File: src/rtl/uart_pkg.sv
// Shared definitions for the configurable UART: parity modes, transmitter
// state encoding and bit-period helpers.
package uart_pkg;

   localparam int PAR_NONE = 0;
   localparam int PAR_ODD  = 1;
   localparam int PAR_EVEN = 2;

   typedef enum logic [2:0] {
      ST_IDLE,
      ST_START,
      ST_DATA,
      ST_PARITY,
      ST_STOP
   } tx_state_t;

   function automatic int calc_div(input int clk_freq, input int baud);
      return clk_freq / baud;
   endfunction

   // Width of a counter that must hold div-1; never narrower than one bit.
   function automatic int calc_cnt_w(input int div);
      return ($clog2(div) < 1) ? 1 : $clog2(div);
   endfunction

endpackage

File: src/rtl/uart_tx_cfg_if.sv
// Producer-side handshake and serial output of the configurable UART
// transmitter.
interface uart_tx_cfg_if #(
   parameter int DATA_BITS = 8
);
   logic [DATA_BITS-1:0] data;
   logic                 data_en;
   logic                 busy;
   logic                 tx_out;
   logic                 tx_done;

   modport master (
      output data,
      output data_en,
      input  busy,
      input  tx_out,
      input  tx_done
   );

   modport slave (
      input  data,
      input  data_en,
      output busy,
      output tx_out,
      output tx_done
   );
endinterface

File: src/rtl/uart_baud_gen.sv
// Bit-period down-counter: bit_end is high while the count is zero, then the
// counter wraps to DIV-1. A restart reloads DIV-1 so a new bit starts aligned.
module uart_baud_gen #(
   parameter int DIV   = 10,
   parameter int CNT_W = 4
) (
   input  logic clk,
   input  logic rst,
   input  logic restart,
   output logic bit_end
);
   localparam logic [CNT_W-1:0] RELOAD = CNT_W'(DIV - 1);

   logic [CNT_W-1:0] cnt_reg;

   always_ff @(posedge clk or posedge rst) begin
      if (rst) begin
         cnt_reg <= '0;
      end else if (restart || (cnt_reg == '0)) begin
         cnt_reg <= RELOAD;
      end else begin
         cnt_reg <= cnt_reg - 1'b1;
      end
   end

   assign bit_end = (cnt_reg == '0);

endmodule

File: src/rtl/uart_tx_cfg.sv
// Configurable UART transmitter: start bit, DATA_BITS data bits LSB first,
// optional odd/even parity, 1 or 2 stop bits, every bit DIV clocks long.
module uart_tx_cfg
   import uart_pkg::*;
#(
   parameter int CLK_FREQ  = 50000000,
   parameter int BAUD      = 9600,
   parameter int DATA_BITS = 8,
   parameter int PARITY    = 0,
   parameter int STOP_BITS = 1
) (
   input logic         clk,
   input logic         rst,
   uart_tx_cfg_if.slave bus
);
   localparam int DIV   = calc_div(CLK_FREQ, BAUD);
   localparam int CNT_W = calc_cnt_w(DIV);

   if (DIV < 2) begin : g_bad_div
      $error("uart_tx_cfg: CLK_FREQ/BAUD must be at least 2");
   end
   if ((DATA_BITS < 5) || (DATA_BITS > 9)) begin : g_bad_data_bits
      $error("uart_tx_cfg: DATA_BITS must be 5..9");
   end
   if ((PARITY != PAR_NONE) && (PARITY != PAR_ODD) && (PARITY != PAR_EVEN)) begin : g_bad_parity
      $error("uart_tx_cfg: PARITY must be 0, 1 or 2");
   end
   if ((STOP_BITS < 1) || (STOP_BITS > 2)) begin : g_bad_stop_bits
      $error("uart_tx_cfg: STOP_BITS must be 1 or 2");
   end

   localparam logic [3:0] LAST_DATA = 4'(DATA_BITS - 1);
   localparam logic       LAST_STOP = 1'(STOP_BITS - 1);
   localparam logic       ODD_FLIP  = (PARITY == PAR_ODD);

   tx_state_t            state_reg;
   logic [DATA_BITS-1:0] shift_reg;
   logic                 parity_reg;
   logic [3:0]           bit_idx_reg;
   logic                 stop_idx_reg;
   logic                 busy_reg;
   logic                 tx_reg;
   logic                 done_reg;
   logic                 accept;
   logic                 bit_end;

   assign accept = !busy_reg && bus.data_en;

   uart_baud_gen #(
      .DIV   (DIV),
      .CNT_W (CNT_W)
   ) u_baud (
      .clk     (clk),
      .rst     (rst),
      .restart (accept),
      .bit_end (bit_end)
   );

   always_ff @(posedge clk or posedge rst) begin
      if (rst) begin
         state_reg    <= ST_IDLE;
         shift_reg    <= '0;
         parity_reg   <= 1'b0;
         bit_idx_reg  <= '0;
         stop_idx_reg <= 1'b0;
         busy_reg     <= 1'b0;
         tx_reg       <= 1'b1;
         done_reg     <= 1'b0;
      end else begin
         done_reg <= 1'b0;
         case (state_reg)
            ST_IDLE: begin
               tx_reg <= 1'b1;
               if (accept) begin
                  // Parity is frozen here so later changes on data cannot leak in.
                  shift_reg  <= bus.data;
                  parity_reg <= (^bus.data) ^ ODD_FLIP;
                  busy_reg   <= 1'b1;
                  tx_reg     <= 1'b0;
                  state_reg  <= ST_START;
               end
            end
            ST_START: begin
               if (bit_end) begin
                  tx_reg      <= shift_reg[0];
                  shift_reg   <= shift_reg >> 1;
                  bit_idx_reg <= '0;
                  state_reg   <= ST_DATA;
               end
            end
            ST_DATA: begin
               if (bit_end) begin
                  if (bit_idx_reg == LAST_DATA) begin
                     if (PARITY != PAR_NONE) begin
                        tx_reg    <= parity_reg;
                        state_reg <= ST_PARITY;
                     end else begin
                        tx_reg       <= 1'b1;
                        stop_idx_reg <= 1'b0;
                        state_reg    <= ST_STOP;
                     end
                  end else begin
                     tx_reg      <= shift_reg[0];
                     shift_reg   <= shift_reg >> 1;
                     bit_idx_reg <= bit_idx_reg + 1'b1;
                  end
               end
            end
            ST_PARITY: begin
               if (bit_end) begin
                  tx_reg       <= 1'b1;
                  stop_idx_reg <= 1'b0;
                  state_reg    <= ST_STOP;
               end
            end
            ST_STOP: begin
               if (bit_end) begin
                  if (stop_idx_reg == LAST_STOP) begin
                     busy_reg  <= 1'b0;
                     done_reg  <= 1'b1;
                     state_reg <= ST_IDLE;
                  end else begin
                     stop_idx_reg <= 1'b1;
                  end
               end
            end
            default: begin
               tx_reg    <= 1'b1;
               busy_reg  <= 1'b0;
               state_reg <= ST_IDLE;
            end
         endcase
      end
   end

   assign bus.busy    = busy_reg;
   assign bus.tx_out  = tx_reg;
   assign bus.tx_done = done_reg;

endmodule
File: src/flat_wrapper.sv
// flat-port wrapper written by rule: the top's interface ports become plain ports
module uart_tx_cfg_flat import uart_pkg::*;
#(
   parameter int CLK_FREQ  = 50000000,
   parameter int BAUD      = 9600,
   parameter int DATA_BITS = 8,
   parameter int PARITY    = 0,
   parameter int STOP_BITS = 1
)
  (clk, rst, bus_data, bus_data_en, bus_busy, bus_tx_out, bus_tx_done);
  uart_tx_cfg_if #(.DATA_BITS(DATA_BITS)) bus_i ();
  input logic clk;
  input logic rst;
  input wire logic [$bits(bus_i.data)-1:0] bus_data;
  input wire logic [$bits(bus_i.data_en)-1:0] bus_data_en;
  output wire logic [$bits(bus_i.busy)-1:0] bus_busy;
  output wire logic [$bits(bus_i.tx_out)-1:0] bus_tx_out;
  output wire logic [$bits(bus_i.tx_done)-1:0] bus_tx_done;
  assign bus_i.data = bus_data;
  assign bus_i.data_en = bus_data_en;
  assign bus_busy = bus_i.busy;
  assign bus_tx_out = bus_i.tx_out;
  assign bus_tx_done = bus_i.tx_done;
  uart_tx_cfg #(.CLK_FREQ(CLK_FREQ), .BAUD(BAUD), .DATA_BITS(DATA_BITS), .PARITY(PARITY), .STOP_BITS(STOP_BITS)) u_core (.clk(clk), .rst(rst), .bus(bus_i));
endmodule
File: config.mk
export PLATFORM = sky130hd
export DESIGN_NAME = uart_tx_cfg_flat
export DESIGN_NICKNAME = d
export VERILOG_FILES = /design/src/rtl/uart_pkg.sv /design/src/rtl/uart_tx_cfg_if.sv /design/src/rtl/uart_baud_gen.sv /design/src/rtl/uart_tx_cfg.sv /design/src/flat_wrapper.sv
export SDC_FILE = /design/constraint.sdc
export NUM_CORES = 1
export LEC_CHECK = 0
export CORE_AREA = 4 4 62 64
export DETAILED_ROUTE_END_ITERATION = 8
export DIE_AREA = 0 0 66 68
export DONT_BUFFER_PORTS = 1
export PLACE_DENSITY = 0.68
export RECOVER_POWER = 50
export REMOVE_ABC_BUFFERS = 1
export SLEW_MARGIN = 20
export SYNTH_ARGS = -nofsm -noshare
export SYNTH_HDL_FRONTEND = slang
export SYNTH_HIERARCHICAL = 1
export SYNTH_SLANG_ARGS = --single-unit
File: constraint.sdc
create_clock -name clk -period 3.2 [get_ports clk]
set_clock_uncertainty 0.05 [all_clocks]
set_input_delay 0.32 -clock clk [delete_from_list [all_inputs] [get_ports clk]]
set_output_delay 0.32 -clock clk [all_outputs]
set_load 0.03 [all_outputs]
==> reports/metrics.yaml <==
setup_ws_ns: 0.386
synth.avg_cell_area_sq_um: 11.0
port-buffer-count: 0
p_per_area_nw_per_um2: 395
r2r_slack_ns: 0.39
postRouteWirelength_um: 3270
detailroute.via_count: 1234
drt_iter0_markers: 43
synth_seq_area_share_pct: 44.2
area.growth.synth_to_final_pct: 6.91
timing.critical_path.from_type: "flip-flop"
setup_viol: 0
via_per_inst: 5.90
number_of_flops_mapped_to_enable_cells_by_yosys: 0
design.final.nets: 176
timing.final.max_slew_violations: 0
dp_slack_ns: 0.378
initial_core_util_pct: 53.5
cts_buffers: 5
status: "finished clean"
cts-root-to-sink-buffers: 2
rsz0062_at_grt: "no"
die-width_um: 66
antenna_cells: 0
grt_start_max_net_pins: 19
cts_setup_buffers: 0
worstSetupPathType: "reg -> reg"
fmax_mhz: 355
end_kind: "flip-flop"
worst_r2r_path_depth: 7
commonest_non_fill_non_tap_cells_in_the_layout: "sky130_fd_sc_hd__dfrtp_1, sky130_fd_sc_hd__a21oi_1"
num_rows: 21
placeableCoreArea_sq_um: 3280
cp.required_ns: 3.37
max_ffs_per_register: 13
finalHoldViolations: 0
r2r-end: "u_core/shift_reg[3]"
post-route-min-period_ns: 2.81
design.die.area_sq_um: 4490
min_from: "bus_data[7]"
finalSetupTns_ns: 0
grt_pass1_wl_um: 5790
yosys_warnings: 6
gp_congestion: 0.830
hold-path-endpoint: "u_core/shift_reg[7]"
worstReg2RegStart: "u_core/u_baud/cnt_reg[3]"
num_io_pins: 14
total_leakage_power_nw: 0.797
mostFrequentLayoutCell: "sky130_fd_sc_hd__dfrtp_1"
max-cap-violations: 0
worst_slew_margin_rel_pct: 52.3
min_path_type: "in -> reg"
arrival_ns: 2.99
insertion_delay_ns: 0.33
fp.dieH_um: 68
grt_pass1_vias: 1225
grt_antenna_before_repair: 0
synth.ff_latch_count: 31
hold_depth: 2
synth_ff_type: "sky130_fd_sc_hd__dfrtp_1"
max_slew.worst_pin.slew_ns: 0.715
ant_nets: 0
clock_tree_from_tritoncts: "done"
min_period_over_period_pct: 87.9
synthDistinctLibCells: 52
synthCells: 160
dp_hpwl_um: 2310
cts_sinks: 31
clock_tree.htree_level_count: 2
critical_path_peak_fanout: 10
ys_async_sr_fraction_pct: 100
grt_overflow: 0
firstDrtPassIters: 4
synth.cell_area_sq_um: 1760
path_clk_slew_ns: 0.10
clockRootBuffer: "sky130_fd_sc_hd__clkbuf_4"
tot_gr_track_use_pct: 16.9
drt-wirelength-per-cell_um: 15.7
drc_errors: 0
final_core_util_pct: 57.2
max-vdd-ir-drop_v: 0.000383
drive_above_1_share_pct: 23.3
==> worst max path at each step <==
stage | slack, ns | endpoint | startpoint | depth (start not counted)
2_1_floorplan | 0.26 | u_core/shift_reg[0] | u_core/u_baud/cnt_reg[3] | 7
4_1_cts | 0.38 | u_core/shift_reg[3] | u_core/u_baud/cnt_reg[3] | 7
6_report | 0.39 | u_core/shift_reg[3] | u_core/u_baud/cnt_reg[3] | 7
3_5_place_dp | 0.38 | u_core/shift_reg[3] | u_core/u_baud/cnt_reg[3] | 7
3_3_place_gp | 0.44 | u_core/shift_reg[3] | u_core/u_baud/cnt_reg[3] | 7
5_1_grt | 0.27 | u_core/shift_reg[4] | u_core/u_baud/cnt_reg[3] | 7
==> layer usage <==
layer  GRT usage [%]  routed length (um)  vias up
li1                -                   -      611
met1            23.1                1620      602
met2            25.0                1490       16
met3            4.60                 121        5
met4            7.61                  45        0
met5               0                   0        -
==> report_power, final <==
group,internal [mW],switching (mW)
clock,0.185,0.134
sequential,0.395,0.00431
combinational,0.00704,0.0175
==> worst max-delay path, cell delays in order, from the launching register on <==
cell and delay, ns:
sky130_fd_sc_hd__dfrtp_1 0.43, sky130_fd_sc_hd__or3_1 0.52, sky130_fd_sc_hd__or4_4 0.53, sky130_fd_sc_hd__nor3b_2 0.21, sky130_fd_sc_hd__and2b_2 0.21, sky130_fd_sc_hd__o211ai_4 0.10, sky130_fd_sc_hd__o21ai_4 0.33, sky130_fd_sc_hd__mux2_4 0.34
==> layout make-up <==
type / count / area [sq um]
Multi-Input combinational cell: 115 / 913
Clock buffer: 6 / 51.3
Sequential cell: 31 / 777
Fill cell: 287 / 1410
Timing Repair Buffer: 2 / 17.5
Clock inverter: 2 / 35.0
Inverter: 7 / 26.3
Tap cell: 46 / 57.6
==> metrics by stage <==
step	cells	total power, mW	hold WS [ns]	area [sq um]
after global routing	209	0.777	0.0468	1880
after floorplan	153	0.424	0.147	1720
after detailed placement	200	0.431	0.219	1780
after CTS	209	0.755	0.0555	1880
after global placement	200	0.430	0.213	1780
final	209	0.742	0.0718	1880
==> synthesized netlist by cell type, types with 2 or more instances <==
cell type | n | share of area (%)
sky130_fd_sc_hd__or4_4 | 2 | 1.3
sky130_fd_sc_hd__or2_2 | 2 | 0.71
sky130_fd_sc_hd__a31oi_1 | 2 | 0.71
sky130_fd_sc_hd__mux2_2 | 7 | 4.5
sky130_fd_sc_hd__a21oi_1 | 10 | 2.8
sky130_fd_sc_hd__dfrtp_1 | 30 | 43
sky130_fd_sc_hd__inv_1 | 7 | 1.5
sky130_fd_sc_hd__o21ai_0 | 6 | 1.7
sky130_fd_sc_hd__nor4_1 | 2 | 0.71
sky130_fd_sc_hd__o31ai_1 | 7 | 3.0
sky130_fd_sc_hd__or4_1 | 6 | 2.6
sky130_fd_sc_hd__nor2_1 | 6 | 1.3
sky130_fd_sc_hd__nand3_1 | 4 | 1.1
sky130_fd_sc_hd__nor3_1 | 3 | 0.85
sky130_fd_sc_hd__nor2b_1 | 2 | 0.71
sky130_fd_sc_hd__nand3b_1 | 3 | 1.3
sky130_fd_sc_hd__nand2_1 | 5 | 1.1
sky130_fd_sc_hd__buf_2 | 5 | 1.4
sky130_fd_sc_hd__nor2_2 | 2 | 0.71
sky130_fd_sc_hd__ha_1 | 3 | 2.1
sky130_fd_sc_hd__and2b_2 | 2 | 1.0
sky130_fd_sc_hd__a41oi_1 | 2 | 1.0
sky130_fd_sc_hd__or3_1 | 4 | 1.4
sky130_fd_sc_hd__xnor2_1 | 3 | 1.5
sky130_fd_sc_hd__mux2_4 | 7 | 6.0
sky130_fd_sc_hd__a32o_1 | 2 | 1.1
==> logic make-up (layout without fill, tap and decap cells) <==
group | Yosys count | count (layout) | synth area share [%]
muxes | 15 | 15 | 11.0
buffers and inverters | 14 | 17 | 3.77
DFF | 31 | 31 | 44.2
xor gates and xnor gates | 3 | 3 | 1.50
and+or+nand+nor | 56 | 56 | 21.2
adders and majority gates | 3 | 3 | 2.14
AOI/OAI and AO/OA | 38 | 38 | 16.2
==> repair_timing <==
action | in CTS | in global routing
hold buffers | 1 | 0
hold endpoints to repair | 30 | 0
resized for setup | 0 | 0
No activity file was read; power rests on OpenSTA's default activity.
==> RTL edit: new RTL, same flow settings <==
`PARITY` is set to 0 in 2 places; all go to 1.
--- a/src/rtl/uart_tx_cfg.sv
+++ b/src/rtl/uart_tx_cfg.sv
@@ -8,3 +8,3 @@
    parameter int DATA_BITS = 8,
-   parameter int PARITY    = 0,
+   parameter int PARITY    = 1,
    parameter int STOP_BITS = 1
--- a/src/flat_wrapper.sv
+++ b/src/flat_wrapper.sv
@@ -6,3 +6,3 @@
    parameter int DATA_BITS = 8,
-   parameter int PARITY    = 0,
+   parameter int PARITY    = 1,
    parameter int STOP_BITS = 1
Check against the original RTL: same outputs for any inputs over 10 cycles, from zero or initial values and one cycle with rst high; that may be too few to reach the edited logic, so the function may still have changed.
==> RTL edit against the original RTL <==
Die area stayed put. Highest routed layer unchanged. Synthesized cell count is 7.5% higher. Critical path depth is 1 higher. Critical path type unchanged. Routed wire length is 4.8% higher. Synthesized area is 4.7% higher. Setup slack better by 62 ps. Sequential cell count is 1 higher. Design area is 3.2% higher.
Power is not compared: it rests on default switching activity, and its combinational part moved more than twofold at a synthesized area within 25%.
==> RTL edit: results (changes against the original RTL) <==
status finished clean (unchanged); Avg Inst Size Synth 10.7 um2 (was 11.0 um2); worst reg2reg startpoint u_core/u_baud/cnt_reg[3] (unchanged); compound-cell area share of the yosys netlist 0.166 (was 0.162); FMAX 363 MHz (was 355 MHz); mux cell area share after synthesis 0.112 (was 0.110); Worst path slowest cell or4_4 (unchanged); worst setup margin 448 ps (was 386 ps); critical path class flip-flop to flip-flop (unchanged); Synth Flop Type dfrtp_1 (unchanged); cts bufs inserted 5 (unchanged); Adder-Cell Fraction of Synth Area 0.0204 (was 0.0214); setup tns final 0 ps (unchanged); GRT Residual Overflow 0 (unchanged); Arr. time, crit path 2970 ps (was 2990 ps); GP Congestion 0.841 (was 0.830); HPWL Detailed 2510 um (was 2310 um); pre-CTS setup slack 465 ps (was 378 ps); Crit Path Max Fanout 10 (unchanged); Worst-path clk slew 100 ps (about the same); top post-synthesis cells by area dfrtp_1 42%, mux2_4 5.7%, mux2_2 5.5% (was dfrtp_1 43%, mux2_4 6.0%, mux2_2 4.5%); CTS max path bufs 2 (unchanged); layout cell share with drive strength beyond 1 0.191 (was 0.233); top cells by count, synth 31 x dfrtp_1, 12 x nand2_1, 9 x mux2_2, 9 x xnor2_1, 8 x a21oi_1 (was 30 x dfrtp_1, 10 x a21oi_1); DR iter-0 viols 91 (was 43); Avg Vias per Cell 6.14 (was 5.90); GRT Total Usage 0.176 (was 0.169); routed len/inst 15.7 um (about the same); max incr delay on CP 540 ps; largest net degree at the start of global routing 20 (was 19); global-route wire length before repair 5960 um (was 5790 um); P_leak 0.782 nW; hold_sp bus_data[7] (unchanged); post-CTS sizing 0 (unchanged); sequential fraction of the synthesis area 0.436 (was 0.442); max FFs per register 13 (unchanged); number of global-route vias before repair 1319 (was 1225); Peak VDD IR 0.254 mV; Inst Count DP 211 (was 200); NumNets Final 187 (was 176); post-synthesis cell type count 49 (was 52); Worst Tran Pin Value 698 ps (was 715 ps); xor/xnor share of the synthesized area 0.0429 (was 0.0150); final wirelength 3430 um (was 3270 um)
## RTL edit: cell count changes after synthesis, sizes merged, moves of 3 or more
cell    change
clkbuf      +3
nand2       +6
nor2        -4
o21ai       -3
xnor2       +6
## RTL edit: area by class of cell
type | count | area (um2)
well taps | 46 | 57.6
clock buffers | 7 | 65.1
repair buffers | 2 | 17.5
inverters | 7 | 26.3
flip-flops and latches | 32 | 802
fillers | 276 | 1350
multi-input cells | 125 | 970
## RTL edit: path summary, 6_finish.rpt
| check | slack, ps | end | cells past startpoint |
|---|---|---|---|
| max reg2reg | 450 | u_core/bit_idx_reg[0] | 8 |
| min in group asynchronous | 420 | u_core/u_baud/cnt_reg[1] | 2 |
| max | 450 | u_core/bit_idx_reg[0] | 8 |
| min reg2reg | 470 | u_core/shift_reg[3] | 1 |
| min | 70 | u_core/shift_reg[7] | 1 |
| max in group asynchronous | 2150 | u_core/bus.tx_done | 2 |
## RTL edit: worst max-delay path, delay by kind of cell (launching register included)
family / cells / cell delay (ps)
compound gates: 1 / 140
buf+inv: 1 / 200
flops: 1 / 430
mux: 1 / 190
simple gates: 5 / 1700
## RTL edit: kinds of logic after synthesis
family | Yosys count
adders and majority gates | 3
muxes | 16
xor gates and xnor gates | 9
AOI/OAI and AO/OA | 41
buffers and inverters | 15
and+or+nand+nor | 56
DFF | 32
## RTL edit: metal layers
metal | wire (um) | up-vias | global-route usage
met5 | 0 | - | 0
met4 | 70 | 0 | 0.0914
met3 | 174 | 8 | 0.0411
met2 | 1560 | 33 | 0.273
met1 | 1630 | 654 | 0.229
li1 | - | 649 | -
## RTL edit: per-stage QoR
stage | total power, mW | hold slack [ps] | cell area [um2] | utilization
finish | 0.790 | 72.4 | 1940 | 0.590
global route | 0.835 | 52.1 | 1940 | 0.590
CTS | 0.798 | 60.0 | 1940 | 0.590
detailed placement | 0.540 | 218 | 1860 | 0.567
global placement | 0.536 | 206 | 1860 | 0.567
floorplan | 0.522 | 147 | 1800 | -
## RTL edit: power by group through the flow
stage | combinational, mW | clock [mW] | sequential (mW)
floorplan | 0.0690 | 0 | 0.453
global placement | 0.0781 | 0 | 0.457
detailed placement | 0.0808 | 0 | 0.459
CTS | 0.0821 | 0.264 | 0.452
global route | 0.0893 | 0.290 | 0.456
finish | 0.0806 | 0.257 | 0.452
## RTL edit: timing repair
item | 4_1_cts | 5_1_grt
hold endpoints to repair | 31 | 0
buffers inserted | 0 | 0
hold buffers | 1 | 0
